[src/rtl/bip_trace_pkg.sv]
// Shared constants, FSM encoding and snapshot layout for the BIP trace transmitter.
package bip_trace_pkg;

   localparam logic [7:0] TRACE_HDR     = 8'hA5;
   localparam int         FRAME_BYTES   = 7;
   localparam int         BITS_PER_BYTE = 10;

   typedef enum logic [1:0] {
      IDLE = 2'd0,
      LOAD = 2'd1,
      SEND = 2'd2,
      WAIT = 2'd3
   } trace_state_t;

   typedef struct packed {
      logic [15:0] pc;
      logic [15:0] inst;
      logic [15:0] acc;
   } trace_snap_t;

   function automatic logic [7:0] frame_byte(input trace_snap_t snap, input logic [2:0] idx);
      case (idx)
         3'd0:    return TRACE_HDR;
         3'd1:    return snap.pc[15:8];
         3'd2:    return snap.pc[7:0];
         3'd3:    return snap.inst[15:8];
         3'd4:    return snap.inst[7:0];
         3'd5:    return snap.acc[15:8];
         3'd6:    return snap.acc[7:0];
         default: return 8'hFF;
      endcase
   endfunction

endpackage

[src/rtl/uart_tx_byte.sv]
// 8N1 byte serializer, LSB first, BAUD_DIV cycles per bit.
// Latency: start bit drives the line in the i_start cycle when idle; o_done marks last stop cycle.
// Backpressure: i_start is ignored unless idle or in the o_done cycle.
module uart_tx_byte
   import bip_trace_pkg::*;
#(
   parameter int BAUD_DIV = 10417
) (
   input  logic       i_clk,
   input  logic       i_rst,
   input  logic       i_start,
   input  logic [7:0] i_data,
   output logic       o_tx,
   output logic       o_done
);

   localparam int                 NB_BAUD   = (BAUD_DIV > 1) ? $clog2(BAUD_DIV) : 1;
   localparam logic [NB_BAUD-1:0] BAUD_LAST = NB_BAUD'(BAUD_DIV - 1);
   localparam logic [3:0]         BIT_LAST  = 4'(BITS_PER_BYTE - 1);

   // Starting from idle, the i_start cycle already counts as the first start-bit cycle.
   localparam logic [NB_BAUD-1:0] CNT_IDLE_START = (BAUD_DIV > 1) ? NB_BAUD'(1) : '0;
   localparam logic [3:0]         BIT_IDLE_START = (BAUD_DIV > 1) ? 4'd0 : 4'd1;

   logic               active;
   logic [NB_BAUD-1:0] baud_cnt;
   logic [3:0]         bit_idx;
   logic [9:0]         shreg;
   logic               bit_end;
   logic               load;

   assign bit_end = (baud_cnt == BAUD_LAST);
   assign o_done  = active && bit_end && (bit_idx == BIT_LAST);
   assign load    = i_start && (!active || o_done);
   assign o_tx    = (i_start && !active) ? 1'b0 : (active ? shreg[bit_idx] : 1'b1);

   always_ff @(posedge i_clk) begin
      if (i_rst) begin
         active   <= 1'b0;
         baud_cnt <= '0;
         bit_idx  <= 4'd0;
         shreg    <= '1;
      end else if (load) begin
         shreg    <= {1'b1, i_data, 1'b0};
         active   <= 1'b1;
         baud_cnt <= active ? '0 : CNT_IDLE_START;
         bit_idx  <= active ? 4'd0 : BIT_IDLE_START;
      end else if (active) begin
         if (bit_end) begin
            baud_cnt <= '0;
            bit_idx  <= bit_idx + 4'd1;
            if (bit_idx == BIT_LAST) begin
               active <= 1'b0;
            end
         end else begin
            baud_cnt <= baud_cnt + NB_BAUD'(1);
         end
      end
   end

endmodule

[src/rtl/bip_trace_tx.sv]
// Snapshots pc/inst/acc on i_valid and sends a 7-byte trace frame on a UART line.
// Latency: start bit of byte 0 appears the cycle after the accepted strobe; frame is 70*BAUD_DIV cycles.
// Backpressure: none upstream; strobes while o_busy is high are dropped and counted (saturating).
module bip_trace_tx
   import bip_trace_pkg::*;
#(
   parameter int NB_BITS  = 16,
   parameter int NB_PC    = 11,
   parameter int BAUD_DIV = 10417
) (
   input  logic               i_clk,
   input  logic               i_rst,
   input  logic               i_valid,
   input  logic [NB_PC-1:0]   i_pc,
   input  logic [NB_BITS-1:0] i_inst,
   input  logic [NB_BITS-1:0] i_acc,
   output logic               o_tx,
   output logic               o_busy,
   output logic [7:0]         o_drop_cnt
);

   localparam logic [2:0] LAST_BYTE = 3'(FRAME_BYTES - 1);

   trace_state_t state, state_nxt;
   logic [2:0]   byte_idx, byte_idx_nxt;
   trace_snap_t  snap;
   logic         capture;
   logic         ser_start;
   logic         ser_done;
   logic [7:0]   ser_data;

   always_comb begin
      state_nxt    = state;
      byte_idx_nxt = byte_idx;
      capture      = 1'b0;
      ser_start    = 1'b0;
      case (state)
         IDLE: begin
            if (i_valid) begin
               capture      = 1'b1;
               byte_idx_nxt = 3'd0;
               state_nxt    = LOAD;
            end
         end
         LOAD: begin
            ser_start = 1'b1;
            state_nxt = SEND;
         end
         SEND: begin
            if (ser_done) begin
               if (byte_idx == LAST_BYTE) begin
                  state_nxt = IDLE;
               end else begin
                  byte_idx_nxt = byte_idx + 3'd1;
                  state_nxt    = LOAD;
               end
            end
         end
         default: state_nxt = IDLE;
      endcase
   end

   // o_busy is registered, so a strobe in the final SEND cycle still counts as a drop.
   always_ff @(posedge i_clk) begin
      if (i_rst) begin
         state      <= IDLE;
         byte_idx   <= 3'd0;
         o_busy     <= 1'b0;
         snap       <= '0;
         o_drop_cnt <= 8'd0;
      end else begin
         state    <= state_nxt;
         byte_idx <= byte_idx_nxt;
         o_busy   <= (state_nxt != IDLE);
         if (capture) begin
            snap.pc   <= 16'(i_pc);
            snap.inst <= 16'(i_inst);
            snap.acc  <= 16'(i_acc);
         end
         if (i_valid && o_busy && (o_drop_cnt != 8'hFF)) begin
            o_drop_cnt <= o_drop_cnt + 8'd1;
         end
      end
   end

   assign ser_data = frame_byte(snap, byte_idx);

   uart_tx_byte #(
      .BAUD_DIV (BAUD_DIV)
   ) u_ser (
      .i_clk   (i_clk),
      .i_rst   (i_rst),
      .i_start (ser_start),
      .i_data  (ser_data),
      .o_tx    (o_tx),
      .o_done  (ser_done)
   );

endmodule
[config.mk]
export PLATFORM = sky130hd
export DESIGN_NAME = bip_trace_tx
export DESIGN_NICKNAME = d
export VERILOG_FILES = /design/src/rtl/bip_trace_pkg.sv /design/src/rtl/uart_tx_byte.sv /design/src/rtl/bip_trace_tx.sv
export SDC_FILE = /design/constraint.sdc
export NUM_CORES = 1
export LEC_CHECK = 0
export CAP_MARGIN = 20
export CORE_UTILIZATION = 58
export CTS_BUF_LIST = sky130_fd_sc_hd__clkbuf_4 sky130_fd_sc_hd__clkbuf_8 sky130_fd_sc_hd__clkbuf_16
export DETAILED_ROUTE_END_ITERATION = 12
export PLACE_DENSITY = 0.81
export REMOVE_ABC_BUFFERS = 1
export SYNTH_ARGS = -nofsm -noshare
export SYNTH_HDL_FRONTEND = slang
export SYNTH_SLANG_ARGS = --single-unit
[constraint.sdc]
create_clock -name i_clk -period 3.2 [get_ports i_clk]
set_input_delay 0.32 -clock i_clk [delete_from_list [all_inputs] [get_ports i_clk]]
set_output_delay 0.32 -clock i_clk [all_outputs]
set_load 0.005 [all_outputs]
==> flow_metrics.env, run 1 <==
export IMPL_ant_nets=0
export IMPL_synth_edf_count=0
export IMPL_slew_limit_headroom=0.528
export IMPL_final_cells=596
export IMPL_die_h_um=83.5
export IMPL_fin_crit_ns=2.45
export IMPL_clock_latency_ns=0.36
export IMPL_rr_startpoint="byte_idx[0]"
export IMPL_coreArea_mm2=0.00639
export IMPL_busiest_layer="met2"
export IMPL_use_met1=0.309
export IMPL_area_growth_pct=19.9
export IMPL_antenna_found_initial=0
export IMPL_async_flop_share=0
export IMPL_dr_pass1_iters=5
export IMPL_io_pins=56
export IMPL_drt_wirelength_per_cell_um=14.3
export IMPL_die_area_mm2=0.00698
export IMPL_cts_buffers=9
export IMPL_finalHoldViolations=0
export IMPL_finalWorstSetupSlack_ns=0.754
export IMPL_start_util=0.604
export IMPL_vias=3455
export IMPL_h_tree_depth=3
export IMPL_fillers=531
export IMPL_wl_um=8520
export IMPL_syn_area_per_cell_um2=8.15
export IMPL_hold_end="u_ser.baud_cnt[1]"
export IMPL_arrival_ns=2.13
export IMPL_rows=29
export IMPL_postCtsHoldBufs=0
export IMPL_hold_worst_slack_ns=0.349
export IMPL_crit_path_top_delay_cell="mux4_2"
export IMPL_min_period_over_period=0.764
export IMPL_max_clock_path_buffers=2
export IMPL_synth_ff_type="dfxtp_1"
export IMPL_path_clk_slew_ns=0.09
export IMPL_power_density_mw_per_mm2=467
export IMPL_start_kind="flop"
export IMPL_reg2reg_to="u_ser.shreg[6]"
export IMPL_fin_nets=570
export IMPL_grt_pass1_vias=3371
export IMPL_critPathKind="flop to primary output"
export IMPL_drt_iter0_drc=256
export IMPL_gp_congestion=0.854
export IMPL_status="completed"
export IMPL_cts_resized=0
export IMPL_fmax_ghz=0.409
export IMPL_setup_viol=0
export IMPL_tightest_slew_ns=0.708
export IMPL_die_w_um=83.5
export IMPL_via_per_inst=5.80
export IMPL_max_stage_delay_ns=0.55
export IMPL_min_path_cells=2
export IMPL_rr_worst_depth=7
export IMPL_ys_warn_count=0
export IMPL_ys_ff_latch=85
export IMPL_tns_ns=0
export IMPL_grt_pass1_wl_um=14600
export IMPL_report_final_slew_viol_count=0
export IMPL_synth_area_leaders="dfxtp_1 (44%), nand2_1 (11%), a21oi_1 (8.2%)"
export IMPL_drive_above_1_share=0.0674
export IMPL_cp_cell_sequence="mux4_2, nor3_1, o41ai_1, clkdlybuf4s50_1"
export IMPL_cp_end_kind="primary output"
export IMPL_final_common_cell="nand2_1"
export IMPL_diodes=0
export IMPL_cp_required_ns=2.88
export IMPL_pre_cts_slack_ns=0.876
export IMPL_gr_total_overflow=0
export IMPL_grtUsageMet2=0.438
export IMPL_max_cap_viol_count=0
export IMPL_cts_sinks=85
export IMPL_grt_max_degree=64
export IMPL_hp_start="i_rst"
export IMPL_yosysTopAreaCellShare=0.441
export IMPL_syn_cell_area_mm2=0.00386
export IMPL_portBuffers=55
export IMPL_syn_inst=473
export IMPL_dp_cells=580
export IMPL_rsz0062_at_grt="no"
export IMPL_layout_common_cells="nand2_1 (114), dfxtp_1 (85), a21oi_1 (63)"
export IMPL_use_met3=0.0425
export IMPL_root_buffer="clkbuf_8"
export IMPL_yosys_area_top_type="dfxtp_1"
export IMPL_route_detailed_drc=0
export IMPL_gr_usage_all_layers=0.257
export IMPL_hold_class="input port to flop"
export IMPL_ys_types=53
export IMPL_post_cts_buffers=0
export IMPL_cts_tree="built"
export IMPL_dp_hpwl_um=5800
export IMPL_fin_area_mm2=0.00462
export IMPL_p_leak_nw=1.66
export IMPL_ir_drop_mv=0.356
export IMPL_reg2reg_slack_ns=0.84
export IMPL_critPathMaxFanout=7
export IMPL_fin_skew_ns=0.0132
export IMPL_dpl_cell_area_mm2=0.00441
export IMPL_seq_area_frac_synth=0.441
## area by class of cell
class	count	area, um^2	area share
flip-flops and latches	85	1700	0.368
clock buffers	10	138	0.0298
multi-input cells	351	2010	0.435
inverters	8	30.0	0.00650
well taps	77	96.3	0.0208
clock inverters	6	70.1	0.0152
repair buffers	59	576	0.125
## logic make-up (layout without fill, tap and decap cells)
logic type / Yosys count / in the layout / synth area share
AOI/OAI and AO/OA: 112 / 112 / 0.185
xor gates and xnor gates: 14 / 14 / 0.0318
adders and majority gates: 10 / 10 / 0.0324
buffers and inverters: 37 / 83 / 0.0373
DFF: 85 / 85 / 0.441
muxes: 8 / 8 / 0.0286
and+or+nand+nor: 207 / 207 / 0.244
## Yosys cell counts (all sizes together) (2+ instances only)
cell and n:
nand4 9, buf 2, a211oi 3, mux2 4, o211ai 2, a222oi 4
nand2b 2, nand2 114, a221oi 2, o21ai 8, ha 10, xor2 10
clkbuf 27, a2111oi 5, mux2i 2, dfxtp 85, a41oi 4, nor4 3
xnor2 4, nor2 36, a32oi 4, or2 2, mux4 2, inv 8
a21oi 63, and4 2, nor3 10, nor2b 2, nand3 14, o41ai 2
and3 5, a31oi 7
## sequential cells by signal, summed over array words and instances (netlist names)
register	flops
o_drop_cnt	8
snap	43
byte_idx	3
state	2
u_ser.baud_cnt	14
u_ser.active	1
u_ser.shreg	9
o_busy	1
u_ser.bit_idx	4
## through the flow
stage	power (mW)	utilization
2_1_floorplan	1.27	-
3_3_place_gp	1.38	0.691
3_5_place_dp	1.39	0.691
4_1_cts	2.17	0.724
5_1_grt	2.25	0.724
6_report	2.16	0.724
## worst max path at each step
stage	from	to	slack (ns)	cells after the start
4_1_cts	u_ser.bit_idx[0]	o_tx	0.74	4
3_5_place_dp	byte_idx[0]	u_ser.shreg[6]	0.88	7
5_1_grt	byte_idx[0]	u_ser.shreg[3]	0.54	7
2_1_floorplan	u_ser.baud_cnt[2]	u_ser.shreg[3]	1.22	5
3_3_place_gp	byte_idx[0]	u_ser.shreg[3]	0.99	7
6_report	u_ser.bit_idx[0]	o_tx	0.75	4
## worst max-delay path: cells and delay by family (launching register included)
| family | cells | cell delay (ns) |
|---|---|---|
| mux | 1 | 0.55 |
| simple gates | 1 | 0.16 |
| compound gates | 1 | 0.10 |
| flops | 1 | 0.50 |
| buf+inv | 1 | 0.45 |
## routing by layer
layer | vias up | part of all wire
met5 | - | 0
met4 | 0 | 0.026
met3 | 21 | 0.040
met2 | 89 | 0.49
met1 | 1589 | 0.44
li1 | 1756 | -
## power breakdown
group / switching, mW / internal [mW]
Clock: 0.411 / 0.387
Sequential: 0.0313 / 1.11
Combinational: 0.115 / 0.108
Total: 0.557 / 1.60
Power figures use the tool's default switching activity.
==> run 2: changes to the inputs <==
--- a/config.mk
+++ b/config.mk
@@ -6,10 +6,10 @@
 export NUM_CORES = 1
 export LEC_CHECK = 0
 export CAP_MARGIN = 20
-export CORE_UTILIZATION = 58
+export CORE_UTILIZATION = 49
 export CTS_BUF_LIST = sky130_fd_sc_hd__clkbuf_4 sky130_fd_sc_hd__clkbuf_8 sky130_fd_sc_hd__clkbuf_16
 export DETAILED_ROUTE_END_ITERATION = 12
-export PLACE_DENSITY = 0.81
+export PLACE_DENSITY = 0.73
 export REMOVE_ABC_BUFFERS = 1
 export SYNTH_ARGS = -nofsm -noshare
 export SYNTH_HDL_FRONTEND = slang
==> constraint.sdc (replaced) <==
create_clock -name i_clk -period 2.2 [get_ports i_clk]
set_input_delay 0.22 -clock i_clk [delete_from_list [all_inputs] [get_ports i_clk]]
set_output_delay 0.22 -clock i_clk [all_outputs]
set_load 0.005 [all_outputs]
==> flow_metrics.env, run 2 (synthesized netlist as in run 1, its figures left out) <==
export IMPL_die_area_mm2=0.00823
export IMPL_hold_worst_slack_ns=0.202
export IMPL_portBuffers=55
export IMPL_h_tree_depth=3
export IMPL_start_util=0.518
export IMPL_grt_pass1_vias=3356
export IMPL_setup_viol=0
export IMPL_ant_nets=0
export IMPL_reg2reg_slack_ns=0.19
export IMPL_post_cts_buffers=0
export IMPL_root_buffer="clkbuf_8"
export IMPL_arrival_ns=1.81
export IMPL_fmax_ghz=0.493
export IMPL_pwr_share_comb=0.105
export IMPL_postCtsHoldBufs=0
export IMPL_drt_iter0_drc=121
export IMPL_antenna_found_initial=0
export IMPL_p_leak_nw=1.73
export IMPL_fin_nets=580
export IMPL_critPathMaxFanout=7
export IMPL_cp_required_ns=1.98
export IMPL_gr_total_overflow=0
export IMPL_start_kind="flop"
export IMPL_route_detailed_drc=0
export IMPL_fin_skew_ns=0.0101
export IMPL_final_cells=628
export IMPL_path_clk_slew_ns=0.09
export IMPL_cts_sinks=85
export IMPL_coreArea_mm2=0.00745
export IMPL_reg2reg_to="u_ser.baud_cnt[2]"
export IMPL_ir_drop_mv=0.409
export IMPL_drive_above_1_share=0.0907
export IMPL_tns_ns=0
export IMPL_dr_pass1_iters=7
export IMPL_layout_common_cells="nand2_1 (114), dfxtp_1 (84), a21oi_1 (63)"
export IMPL_via_per_inst=5.53
export IMPL_intPower_mw=2.44
export IMPL_io_pins=56
export IMPL_final_common_cell="nand2_1"
export IMPL_grt_max_degree=47
export IMPL_rr_worst_depth=7
export IMPL_tightest_slew_ns=0.546
export IMPL_worstSetupEndpoint="o_tx"
export IMPL_clockPowerShare=0.383
export IMPL_report_final_slew_viol_count=0
export IMPL_power_density_mw_per_mm2=679
export IMPL_fillers=668
export IMPL_cp_end_kind="primary output"
export IMPL_rsz0062_at_grt="no"
export IMPL_clock_latency_ns=0.35
export IMPL_crit_path_start="u_ser.bit_idx[0]"
export IMPL_wl_um=8700
export IMPL_power_mw=3.23
export IMPL_finalHoldViolations=0
export IMPL_gp_congestion=0.836
export IMPL_reg_largest_list="snap x43, u_ser.baud_cnt x14, u_ser.shreg x9"
export IMPL_rows=31
export IMPL_dp_cells=612
export IMPL_seqPwrFrac=0.511
export IMPL_max_cap_viol_count=0
export IMPL_drt_wirelength_per_cell_um=13.9
export IMPL_largest_register="snap"
export IMPL_rr_startpoint="u_ser.baud_cnt[0]"
export IMPL_dp_hpwl_um=6180
export IMPL_area_growth_pct=23.4
export IMPL_max_clock_path_buffers=2
export IMPL_largest_register_ff_count=43
export IMPL_status="completed"
export IMPL_fin_crit_ns=2.03
export IMPL_die_w_um=90.7
export IMPL_min_period_over_period=0.923
export IMPL_cts_tree="built"
export IMPL_cts_buffers=9
export IMPL_p_switching_mw=0.794
export IMPL_gr_usage_all_layers=0.226
export IMPL_slew_limit_headroom=0.632
export IMPL_diodes=0
export IMPL_vias=3470
export IMPL_critPathKind="flop to primary output"
export IMPL_switching_share=0.246
export IMPL_hold_class="input port to flop"
export IMPL_die_h_um=90.7
export IMPL_grt_pass1_wl_um=15200
## run 2: cell types whose count changed in the layout (fill, tap and decap cells not counted), sizes merged
cell and change:
buf +10, bufinv +1, clkdlybuf4s50 -1, clkinv +1, clkinvlp -2, dlygate4sd2 +1
## run 2: worst min-delay path by stage
stage / end / slack [ns] / start / cells after the start
global placement: snap[4] / 0.44 / snap[4] / 2
floorplan: u_ser.bit_idx[1] / 0.29 / i_rst / 1
global route: u_ser.baud_cnt[1] / 0.21 / i_rst / 2
finish: u_ser.baud_cnt[1] / 0.20 / i_rst / 2
detailed placement: u_ser.shreg[0] / 0.44 / u_ser.shreg[0] / 1
CTS: u_ser.baud_cnt[1] / 0.19 / i_rst / 2
## run 2: power by group through the flow
stage | sequential, mW | combinational [mW] | clock [mW]
2_1_floorplan | 1.68 | 0.166 | 0
3_3_place_gp | 1.69 | 0.332 | 0
3_5_place_dp | 1.69 | 0.342 | 0
4_1_cts | 1.65 | 0.342 | 1.26
5_1_grt | 1.66 | 0.382 | 1.33
6_report | 1.65 | 0.340 | 1.24
## run 2: area by class of cell
cell class                 count  area (um^2)  share of cell area
clock buffer                  10          131              0.0276
clock inverter                 6         93.8              0.0197
inverter                       8         30.0             0.00631
multi-input combinational    351         2020               0.425
sequential                    85         1710               0.358
tap                           99          124              0.0260
timing repair buffer          69          649               0.136
## run 2: timing repair
item,CTS,global route
pin swaps,0,0
cloned,0,0
resized for setup,4,2
setup endpoints to repair,1,1
## run 2: routing by layer
layer  wire length [um]  GRT usage  up-vias  share of wire
met2               4380      0.400       75           0.50
met5                  0          0        -              0
li1                   -          -     1772              -
met1               3920      0.276     1617           0.45
met4                 59     0.0712        0         0.0068
met3                339     0.0396        6          0.039
## run 2: worst max-delay path: stages (launching register included)
cell	delay [ns]
dfxtp_4	0.40
mux4_2	0.49
nor3_1	0.19
o41ai_2	0.10
dlygate4sd2_1	0.28
## run 2: metrics by stage
stage	area (um^2)	setup WS, ns	utilization
after detailed placement	4520	0.160	0.607
after global routing	4760	0.0111	0.639
final	4760	0.170	0.639
after CTS	4750	0.140	0.638
after global placement	4520	0.221	0.607
after floorplan	3740	0.221	-
==> run 3: changes to the inputs <==
--- a/config.mk
+++ b/config.mk
@@ -8,6 +8,8 @@
 export CAP_MARGIN = 20
 export CORE_UTILIZATION = 49
 export CTS_BUF_LIST = sky130_fd_sc_hd__clkbuf_4 sky130_fd_sc_hd__clkbuf_8 sky130_fd_sc_hd__clkbuf_16
+export CTS_CLUSTER_DIAMETER = 60
+export CTS_CLUSTER_SIZE = 14
 export DETAILED_ROUTE_END_ITERATION = 12
 export PLACE_DENSITY = 0.73
 export REMOVE_ABC_BUFFERS = 1
==> results of run 3 <==
The final DEF is identical to that of run 2; final timing and power are the same.
